[src/rtl/proc_mem_loader.sv]
`default_nettype none
// ============================================================================
// Module      : proc_mem_loader
// Description : Unified 16-bit instruction/data memory for the multicycle ALU
//               core, with a valid/ready program loader that holds the core in
//               reset until loading completes. Optional write protection of
//               the loaded program region via PROC_MEM_WR_PROTECT_EN.
// Revision    : 1.0 - initial release
// ============================================================================
module proc_mem_loader #(
    parameter int DEPTH  = 64,
    parameter int ADDR_W = 6,
    parameter int DATA_W = 16
) (
    input  logic              i_clk,
    input  logic              i_rst,
    input  logic              i_ldValid,
    input  logic [DATA_W-1:0] i_ldData,
    input  logic              i_ldLast,
    output logic              o_ldReady,
    input  logic [15:0]       i_cpuAddr,
    input  logic [DATA_W-1:0] i_cpuData,
    input  logic              i_cpuWrEn,
    output logic [DATA_W-1:0] o_cpuData,
    output logic              o_cpuRst,
    output logic              o_loadDone,
    output logic [ADDR_W:0]   o_progLen,
    output logic [15:0]       o_wrCount,
    output logic              o_addrErr,
    output logic              o_wrProtErr
);

    typedef enum logic [1:0] {
        ST_LOAD    = 2'd0,
        ST_RELEASE = 2'd1,
        ST_RUN     = 2'd2
    } state_t;

    localparam logic [ADDR_W-1:0] c_LAST_IDX = ADDR_W'(DEPTH - 1);

    state_t              r_state;
    state_t              w_stateNxt;
    logic [DATA_W-1:0]   r_mem [DEPTH];
    logic [ADDR_W:0]     r_progLen;
    logic [DATA_W-1:0]   r_cpuData;
    logic [15:0]         r_wrCount;
    logic                r_addrErr;

    logic                w_ldAccept;
    logic [ADDR_W-1:0]   w_ldPtr;
    logic [ADDR_W-1:0]   w_cpuIdx;
    logic                w_inRange;
    logic                w_run;
    logic                w_cpuWrReq;
    logic                w_protHit;
    logic                w_cpuWr;

    // The load pointer is the low bits of the program length counter.
    assign w_ldPtr    = r_progLen[ADDR_W-1:0];
    assign w_cpuIdx   = i_cpuAddr[ADDR_W-1:0];
    assign w_inRange  = (i_cpuAddr[15:ADDR_W] == '0);
    assign w_run      = (r_state == ST_RUN);
    assign w_ldAccept = i_ldValid && o_ldReady;
    assign w_cpuWrReq = w_run && !i_rst && i_cpuWrEn && w_inRange;
    assign w_cpuWr    = w_cpuWrReq && !w_protHit;

`ifdef PROC_MEM_WR_PROTECT_EN
    logic r_wrProtErr;

    assign w_protHit   = ({1'b0, w_cpuIdx} < r_progLen);
    assign o_wrProtErr = r_wrProtErr;

    always_ff @(posedge i_clk) begin
        if (i_rst) begin
            r_wrProtErr <= 1'b0;
        end else if (w_cpuWrReq && w_protHit) begin
            r_wrProtErr <= 1'b1;
        end
    end
`else
    assign w_protHit   = 1'b0;
    assign o_wrProtErr = 1'b0;
`endif

    always_comb begin
        w_stateNxt = r_state;
        o_ldReady  = 1'b0;
        o_cpuRst   = 1'b1;
        o_loadDone = 1'b0;
        case (r_state)
            ST_LOAD: begin
                o_ldReady = !i_rst;
                if (w_ldAccept && (i_ldLast || (w_ldPtr == c_LAST_IDX))) begin
                    w_stateNxt = ST_RELEASE;
                end
            end
            ST_RELEASE: begin
                w_stateNxt = ST_RUN;
            end
            ST_RUN: begin
                o_cpuRst   = 1'b0;
                o_loadDone = 1'b1;
            end
            default: begin
                w_stateNxt = ST_LOAD;
            end
        endcase
    end

    always_ff @(posedge i_clk) begin
        if (i_rst) begin
            r_state   <= ST_LOAD;
            r_progLen <= '0;
            r_cpuData <= '0;
            r_wrCount <= '0;
            r_addrErr <= 1'b0;
        end else begin
            r_state <= w_stateNxt;
            if (w_ldAccept) begin
                r_progLen <= r_progLen + 1'b1;
            end
            case (r_state)
                ST_RELEASE: r_cpuData <= r_mem[w_cpuIdx];
                ST_RUN:     r_cpuData <= w_inRange ? r_mem[w_cpuIdx] : '0;
                default:    r_cpuData <= '0;
            endcase
            if (w_cpuWr && (r_wrCount != 16'hFFFF)) begin
                r_wrCount <= r_wrCount + 16'd1;
            end
            if (w_run && !w_inRange) begin
                r_addrErr <= 1'b1;
            end
        end
    end

    // Array has no reset; read-first behaviour falls out of the registered read.
    always_ff @(posedge i_clk) begin
        if (w_ldAccept) begin
            r_mem[w_ldPtr] <= i_ldData;
        end else if (w_cpuWr) begin
            r_mem[w_cpuIdx] <= i_cpuData;
        end
    end

    assign o_cpuData = r_cpuData;
    assign o_progLen = r_progLen;
    assign o_wrCount = r_wrCount;
    assign o_addrErr = r_addrErr;

endmodule
`default_nettype wire

[config.mk]
export PLATFORM = sky130hd
export DESIGN_NAME = proc_mem_loader
export DESIGN_NICKNAME = d
export VERILOG_FILES = /design/src/rtl/proc_mem_loader.sv
export SDC_FILE = /design/constraint.sdc
export NUM_CORES = 1
export LEC_CHECK = 0
export BUFFER_PORTS_ARGS = -buffer_cell sky130_fd_sc_hd__buf_2
export CAP_MARGIN = 20
export CORE_UTILIZATION = 56
export DETAILED_ROUTE_END_ITERATION = 12
export PLACE_DENSITY_LB_ADDON = 0.08
export RECOVER_POWER = 25
export SYNTH_ARGS = -nofsm -noshare
export SYNTH_HDL_FRONTEND = slang
export SYNTH_SLANG_ARGS = --single-unit
[constraint.sdc]
create_clock -name i_clk -period 3 [get_ports i_clk]
set_clock_uncertainty 0.05 [all_clocks]
set_input_delay 0 -clock i_clk [delete_from_list [all_inputs] [get_ports i_clk]]
set_output_delay 0 -clock i_clk [all_outputs]
set_load 0.005 [all_outputs]
After elaboration in Yosys (flattened, before gate mapping)
Memories as Yosys holds them, arrays and structs flattened.
Index checks and enable logic that the tools add are counted.
{"block": "classes", "n_addsub": 2, "multipliers": 0, "n_div": 0, "order_cmp": 0, "n_eq_ne": 5, "n_shift": 0, "mux": 15, "bitwise": 1, "reduce_logical": 14}
{"operator": "$mux 16", "n": 2}
{"operator": "$pmux 16 s2", "n": 1}
{"operator": "$add 16x1->16 const B", "n": 1}
{"operator": "$ne 16x16->1 const B", "n": 1}
{"operator": "$reduce_or 16->1", "n": 1}
{"operator": "$logic_not 10->1", "n": 1}
{"operator": "$mux 1", "n": 9}
{"operator": "$add 7x1->7 const B", "n": 1}
{"operator": "$logic_and 1x1->1", "n": 7}
{"operator": "$eq 6x6->1 const B", "n": 1}
{"operator": "$mux 6", "n": 1}
{"operator": "$pmux 2 s3", "n": 1}
{"operator": "$eq 2x1->1 const B", "n": 1}
{"operator": "$eq 2x2->1 const B", "n": 1}
{"operator": "$logic_not 1->1", "n": 2}
{"operator": "$logic_not 2->1", "n": 1}
{"operator": "$mux 2", "n": 1}
{"operator": "$ne 2x2->1 const B", "n": 1}
{"operator": "$reduce_and 2->1", "n": 1}
{"operator": "$logic_or 1x1->1", "n": 1}
{"operator": "$not 1->1", "n": 1}
{"block": "totals", "ff_bits": 42, "latchBits": 0, "ram_bits": 1024, "mem_bits_ro": 0, "inputBits": 53, "output_inout_bits": 44, "wordCells": 43, "n_memories": 1}
{"name": "r_mem", "words": 64, "word_bits": 16, "rd": 1, "rd_clocked_by_memory_dff": 0, "write_ports": 1, "line": "43", "rtl": "logic [DATA_W-1:0] r_mem [DEPTH];"}

Logic depth before layout (Yosys ltp)
Gate-level depths: netlist of run 1.
{"block": "depth", "ltp_word": 9, "ltp_mapped": 10, "depth_no_buf": 7}

Worst setup path after synthesis of run 1
No wires, ideal clock.
{"block": "synth_path", "kind": "register to register", "from": "register r_state[0]", "to": "memory r_mem[15][0], enable pin", "arrival_time_ns": 2.786, "path_slack_ns": -0.246, "stages_incl_launch_ff": 9, "n_path_buf": 1, "period_less_slack_ns": 3.246, "cell_sequence": "dfxtp_1 > inv_1 > ha_1 > and3b_1 > nand4_2 > buf_6 > nor3_1 > a21oi_2 > nor3_1"}
{"block": "synth_between", "elab_chain_len": 9, "word_cells_on_any_way": 15, "cone_classes": "1 x eq/ne; 8 x mux; 6 x reduce/logical"}
{"element": "from (decl)", "line": "41", "rtl": "state_t r_state;"}
{"element": "from (signal assigned)", "line": "118", "rtl": "r_state <= w_stateNxt;"}
{"element": "$eq 2x2->1", "line": "62", "rtl": "assign w_run = (r_state == ST_RUN);"}
{"element": "$logic_and 1x1->1 (3 in a row)", "line": "64", "rtl": "assign w_cpuWrReq = w_run && !i_rst && i_cpuWrEn && w_inRange;"}
{"element": "$mux 1", "line": "140", "rtl": "end else if (w_cpuWr) begin"}
{"element": "$mux 1", "line": "138", "rtl": "if (w_ldAccept) begin"}
{"element": "$mux 1 (implied by the code)", "line": "141", "rtl": "r_mem[w_cpuIdx] <= i_cpuData;"}
{"element": "$reduce_or 16->1 (no source line)"}
{"element": "$mux 6 (no source line) / $mux 1 (equally long branches)"}
{"element": "to (decl)", "line": "43"}
Several ways; a longest one is shown, not always the timed one.

Worst setup path in the final report of run 1
{"block": "layout_path", "from": "register r_state[0]", "to": "memory r_mem[8][4], enable pin"}
The elaborated chain is that of the path after synthesis.

==> impl_metrics.yaml, run 1 <==
global_route:
  antenna_found_initial: 3
  grt_pass1_vias: 22700
  grt_max_degree: 67
  grt_use_total: 0.282
  grt-ovfl-total: 0
  grt_pass1_wl_mm: 156
floorplanning:
  fp.dieW_um: 276
  core_area_um2: 74400
  dieArea_um2: 76400
  rows: 100
  start_util: 0.566
  io_pins: 97
  die_y_um: 276
critical_path:
  r2r_end: "r_mem[8][4]$_DFFE_PP_"
  worst-path-max-fanout: 16
  rr_startpoint: "r_state[0]$_SDFFE_PP0P_"
  critical_path_class: "reg2reg"
  required_ns: 3.34
  ff2ff_setup_slack_ns: 0.08
  cp-start-kind: "register"
  critPathArrivalTime_ns: 3.26
  worstSetupEndpointType: "register"
  crit_start: "r_state[0]$_SDFFE_PP0P_"
  r2r_cells: 8
  endpoint: "r_mem[8][4]$_DFFE_PP_"
routing:
  drt_iter0_markers: 2624
  post_drt_wl_per_cell_um: 30.0
  dr.pass1.iters: 7
  drc: 0
  route.antenna.remaining_nets: 0
  vias: 23000
  routed_via_density: 6.30
  wl_mm: 110
final_layout:
  antenna_cells: 0
  syn2layout_area_growth_pct: 14.8
  nets: 2659
  fin_cells: 3655
  drive_gt1_frac: 0.195
cts:
  cts_root_buf: "clkbuf_16"
  cts_setup_buffers: 0
  cts_buffer_depth: 3
  cts_tree: "built"
  clk_latency_ns: 0.66
  clk_pin_slew_ns: 0.06
  htree_levels: 3
  cts_made_buffers: 105
  cts.sinks: 1066
power:
  netSwitchingPower_mw: 6.69
  switching_share: 0.216
  ir_worst_vdd_mv: 0.636
  pwr_density_cell_nw_per_um2: 641
  p_leak_nw: 16.4
  power_frac_comb: 0.059
  power_frac_clock: 0.412
  seqPwrFrac: 0.529
  internal-power_mw: 24.3
place:
  io_buffers: 95
  pre_cts_slack_ns: 0.00252
  gp_congestion: 0.918
  dp.cells: 3427
  hpwl_mm: 66.6
timing:
  fin_ws_ns: 0.0777
  rsz0062_at_grt: "no"
  finalMaxSlewViolations: 0
  post-route-min-period_ns: 2.92
  final_hold_viol_count: 0
  fmax_mhz: 342
  slew_headroom: 0.320
  period_share: 0.974
  tightestPinTransition_ns: 1.02
  finalSetupViolations: 0
  fin_tns_setup_ns: 0
yosys:
  yosysSeqAreaShare: 0.749
  synthFlopType: "edfxtp_1"
  synth-edff-count: 1024
  syn_nets: 2386
  syn_inst: 2326
  netlist_area_um2: 42200
  avgSynthCellArea_um2: 18.1
  yosysWarnings: 0
  synth_cell_types: 53
  ys_async_sr_fraction: 0
  synth_seq_cells: 1066
run:
  maxCapViolCount: 0
status:
  status: "completed"
worst_hold_path:
  hold_path_class: "in2reg"
layer usage:
layer | part of all wire | wire (um) | up-vias | global-route usage
met3 | 0.086 | 9410 | 195 | 0.0526
met4 | 0.032 | 3550 | 2 | 0.0857
li1 | - | - | 9946 | -
met5 | 0.000091 | 10 | - | 0
met1 | 0.41 | 44700 | 11900 | 0.403
met2 | 0.47 | 52000 | 1027 | 0.445
power by group through the flow:
stage	combinational, mW	clock, mW	sequential [mW]
6_report	1.84	12.8	16.4
5_1_grt	1.93	13.5	16.4
4_1_cts	1.84	13.0	16.4
3_5_place_dp	1.80	0	16.7
3_3_place_gp	1.77	0	16.7
2_1_floorplan	1.01	0	16.7
cells in the final DEF (no fill, tap or decap), types with 18 or more instances in the layout:
master,netlist,layout
nand2_1,134,126
clkinv_2,0,20
edfxtp_1,1024,1024
nor2_1,97,96
and4_1,19,18
dfxtp_1,42,42
a21oi_1,38,33
a221oi_1,64,64
clkinv_1,0,24
buf_12,0,21
clkbuf_16,0,106
buf_2,30,65
clkbuf_1,46,56
mux4_2,96,96
nor3_1,29,28
a22oi_1,113,113
buf_4,39,139
mux2i_1,357,357
o22ai_1,18,18
dlygate4sd3_1,0,27
flip-flops by register name, summed over array words and instances, names as in the netlist:
| signal | cells |
|---|---|
| r_mem | 1024 |
| o_wrCount | 16 |
| o_progLen | 7 |
| r_state | 2 |
| o_cpuData | 16 |
| o_addrErr | 1 |
stage by stage:
stage / util / hold WS [ns] / power, mW / instance area [um^2]
2_1_floorplan: - / -0.0125 / 17.7 / 42200
3_3_place_gp: 0.603 / 0.268 / 18.5 / 44900
3_5_place_dp: 0.604 / 0.280 / 18.5 / 44900
4_1_cts: 0.653 / 0.0736 / 31.2 / 48600
5_1_grt: 0.650 / 0.108 / 31.9 / 48400
6_report: 0.650 / 0.0867 / 31.0 / 48400
critical path, stage by stage, from the launching register on:
cell and delay, ns:
dfxtp_1 0.39, inv_1 0.11, ha_1 0.24, and3b_2 0.25, nor3b_4 0.16, buf_4 0.21
a32oi_1 0.83, nor2_1 0.13, buf_4 0.25
how the worst min path moves through the flow:
stage	start	endpoint	slack, ns	cells after the start
finish	i_ldData[8]	r_mem[46][8]$_DFFE_PP_	0.09	4
global route	i_cpuData[13]	r_mem[16][13]$_DFFE_PP_	0.11	4
CTS	i_cpuAddr[3]	r_mem[9][1]$_DFFE_PP_	0.07	4
detailed placement	i_rst	o_progLen[2]$_SDFFE_PP0P_	0.28	2
global placement	i_rst	o_progLen[5]$_SDFFE_PP0P_	0.27	2
floorplan	i_rst	o_ldReady	-0.01	1
cell families after synthesis:
family / synth area share
DFF: 0.749
muxes: 0.136
and+or+nand+nor: 0.0408
AOI/OAI and AO/OA: 0.0493
buffers and inverters: 0.0189
xor gates and xnor gates: 0.00374
adders and majority gates: 0.00208
other: 0.0000889
cell usage after synthesis, types with 4 or more instances:
| cell type | instances | share of area |
|---|---|---|
| buf_1 | 20 | 0.0018 |
| a221oi_1 | 64 | 0.013 |
| nand2b_1 | 8 | 0.0012 |
| nor2b_1 | 8 | 0.0012 |
| a21oi_1 | 38 | 0.0045 |
| nand3_1 | 14 | 0.0017 |
| a22oi_1 | 113 | 0.020 |
| nor3_1 | 29 | 0.0034 |
| o21ai_0 | 6 | 0.00071 |
| a31oi_1 | 12 | 0.0018 |
| nor2_1 | 97 | 0.0086 |
| clkbuf_1 | 46 | 0.0041 |
| nand4_1 | 6 | 0.00089 |
| o22ai_1 | 18 | 0.0027 |
| buf_6 | 7 | 0.0019 |
| dfxtp_1 | 42 | 0.020 |
| buf_2 | 30 | 0.0036 |
| mux2i_1 | 357 | 0.085 |
| nand2_1 | 134 | 0.012 |
| ha_1 | 7 | 0.0021 |
| mux4_2 | 96 | 0.051 |
| nor4_1 | 14 | 0.0021 |
| buf_4 | 39 | 0.0069 |
| nand3b_1 | 4 | 0.00071 |
| xnor2_1 | 15 | 0.0031 |
| edfxtp_1 | 1024 | 0.73 |
| o2bb2ai_1 | 15 | 0.0031 |
| and4_1 | 19 | 0.0039 |
| inv_1 | 7 | 0.00062 |
layout make-up:
class	instances	area, um^2
Clock buffer	130	2780
Timing Repair Buffer	308	2370
Clock inverter	64	571
Tap cell	969	1210
Inverter	7	26.3
Sequential cell	1066	31600
Fill cell	5150	26000
Multi-Input combinational cell	1111	9840
what timing repair did:
action	4_1_cts	5_1_grt
endpoints found under the hold margin	751	0
hold buffers	34	0
cloned	0	7
resized for setup	1	13
setup endpoints to repair	16	501
Note: power is estimated with default switching activity, not from simulation.
==> run 2, diff against run 1 <==
CORE_UTILIZATION = 62   (was 56)
clock period = 2.9 ns   (was 3 ns; I/O delays follow)
==> run 2 against run 1 <==
Non-clock buffer count decreased by 15. Sequential power is 4% higher. Register-to-register slack got worse by 0.03 ns. Via count down 0.16%. Critical path depth up 1. Utilization up 6.9 points. Sequential share of layout area hardly changed. Setup slack worse by 0.026 ns. Worst hold slack worse by 0.019 ns. Power is 3.4% higher.
==> impl_metrics.yaml, run 2 (synthesis results as in run 1) <==
status:
  status: "completed"
final_layout:
  final_common_cell: "edfxtp_1"
  drive_gt1_frac: 0.190
  regMostFlops: "r_mem"
  nets: 2641
  final_area_um2: 48400
  largest_reg_flops: 1024
  antenna_cells: 0
  fillers: 4136
  final_cell_mix: "edfxtp_1 (1,024), mux2i_1 (357), nand2_1 (126)"
  fin_cells: 3540
  syn2layout_area_growth_pct: 14.8
timing:
  post-route-min-period_ns: 2.85
  tightestPinTransition_ns: 0.806
  fin_tns_setup_ns: 0
  fmax_mhz: 351
  finalSetupViolations: 0
  fin_hold_ws_ns: 0.0679
  finalMaxSlewViolations: 0
  fin_ws_ns: 0.0519
  period_share: 0.982
  final_hold_viol_count: 0
  slew_headroom: 0.463
floorplanning:
  core_area_um2: 67300
  dieArea_um2: 69100
  start_util: 0.627
  fp.dieW_um: 263
  rows: 95
  io_pins: 97
  die_y_um: 263
global_route:
  grt_max_degree: 65
  grt-ovfl-total: 0
  grt_busiest_layer: "met2"
  antenna_found_initial: 3
  grtUsageMet1: 0.419
  grt_use_total: 0.299
  grt_pass1_vias: 22900
  grt_pass1_wl_mm: 150
  gr-usage-met3: 0.0568
  use_met2: 0.482
critical_path:
  critPathBufInv: 3
  cpLargestDelayFamily: "simple AND/OR/NAND/NOR gates"
  worstSetupEndpointType: "register"
  crit_chain: "inv_1 > ha_1 > and3b_1 > and4_1 > nand2_1 > buf_4 > nand2_1 > nand2_2 > clkbuf_8"
  crit_slowest_cell: "clkbuf_8"
  cp_common_cell: "nand2_1"
  worst-path-max-fanout: 64
  cp-start-kind: "register"
  required_ns: 3.22
  critPathArrivalTime_ns: 3.16
  critical_path_class: "reg2reg"
  cpPeakStageDelay_ns: 0.46
cts:
  cts_root_buf: "clkbuf_16"
  cts_made_buffers: 102
  clk_latency_ns: 0.66
  cts_buffer_depth: 3
  cts.sinks: 1066
  clk_pin_slew_ns: 0.06
  cts_tree: "built"
  htree_levels: 3
  cts_setup_buffers: 0
power:
  ir_worst_vdd_mv: 0.552
  pwr_density_cell_nw_per_um2: 663
  p_leak_nw: 16.4
routing:
  dr.pass1.iters: 6
  wl_mm: 103
  post_drt_wl_per_cell_um: 29.1
  routed_via_density: 6.50
  drc: 0
  drt_iter0_markers: 2592
  route.antenna.remaining_nets: 0
  vias: 23000
place:
  dp.cells: 3314
  gp_congestion: 0.925
  hpwl_mm: 63.2
  dpl_cell_area_um2: 44700
  io_buffers: 95
  pre_cts_slack_ns: -0.0703
run:
  maxCapViolCount: 0
worst_hold_path:
  hold_path_class: "in2reg"
==> run 2: cell count changes in the layout (fill, tap and decap cells not counted), sizes merged <==
cell | previous run | this run
inv | 12 | 10
dlygate4sd3 | 27 | 36
clkbuf | 177 | 174
buf | 234 | 212
clkinvlp | 4 | 6
clkinv | 46 | 40
bufinv | 9 | 12
==> run 2: area by class of cell <==
cell class	instances	area [um^2]	area share
sequential	1066	31600	0.653
clock inverter	61	634	0.0131
tap	873	1090	0.0226
multi-input combinational	1111	9910	0.205
clock buffer	129	2740	0.0565
timing repair buffer	293	2400	0.0496
inverter	7	26.3	0.000543
==> run 2: tightest hold or removal path, stage by stage <==
cell       delay [ns]
buf_2            0.20
nand4b_2         0.29
nor3_1           0.09
o2bb2ai_1        0.12
==> run 2: routing by layer <==
metal,share of wire,routed length [um],vias to the layer above
li1,-,-,9932
met1,0.40,41000,11800
met2,0.49,50100,1097
met3,0.086,8800,167
met4,0.029,3020,2
met5,0.000078,8,-
==> run 2: final timing paths <==
kind,slack (ns),from,end,cells after the start
worst max-delay path,0.05,r_state[0]$_SDFFE_PP0P_,r_mem[33][5]$_DFFE_PP_,9
worst min-delay path,0.07,i_cpuAddr[5],o_cpuData[12]$_SDFF_PP0_,4
worst max register to register,0.05,r_state[0]$_SDFFE_PP0P_,r_mem[33][5]$_DFFE_PP_,9
worst min register to register,0.47,o_wrCount[15]$_SDFFE_PP0P_,o_wrCount[15]$_SDFFE_PP0P_,1
==> run 2: power breakdown <==
part           total, mW  internal (mW)  switching, mW
clock               13.2           7.75           5.49
sequential          17.0           16.9         0.0461
combinational       1.87          0.653           1.22
total               32.1           25.3           6.76
==> run 2: per-stage QoR <==
step	util	power, mW
after floorplan	-	18.3
after global placement	0.665	19.1
after detailed placement	0.665	19.1
after CTS	0.721	32.2
after global routing	0.719	32.9
final	0.719	32.1
==> run 2: timing repair <==
item / in CTS / in global routing
hold buffers: 36 / 0
hold endpoints to repair: 998 / 0
gates resized for setup: 4 / 9
endpoints found under the setup margin: 173 / 582
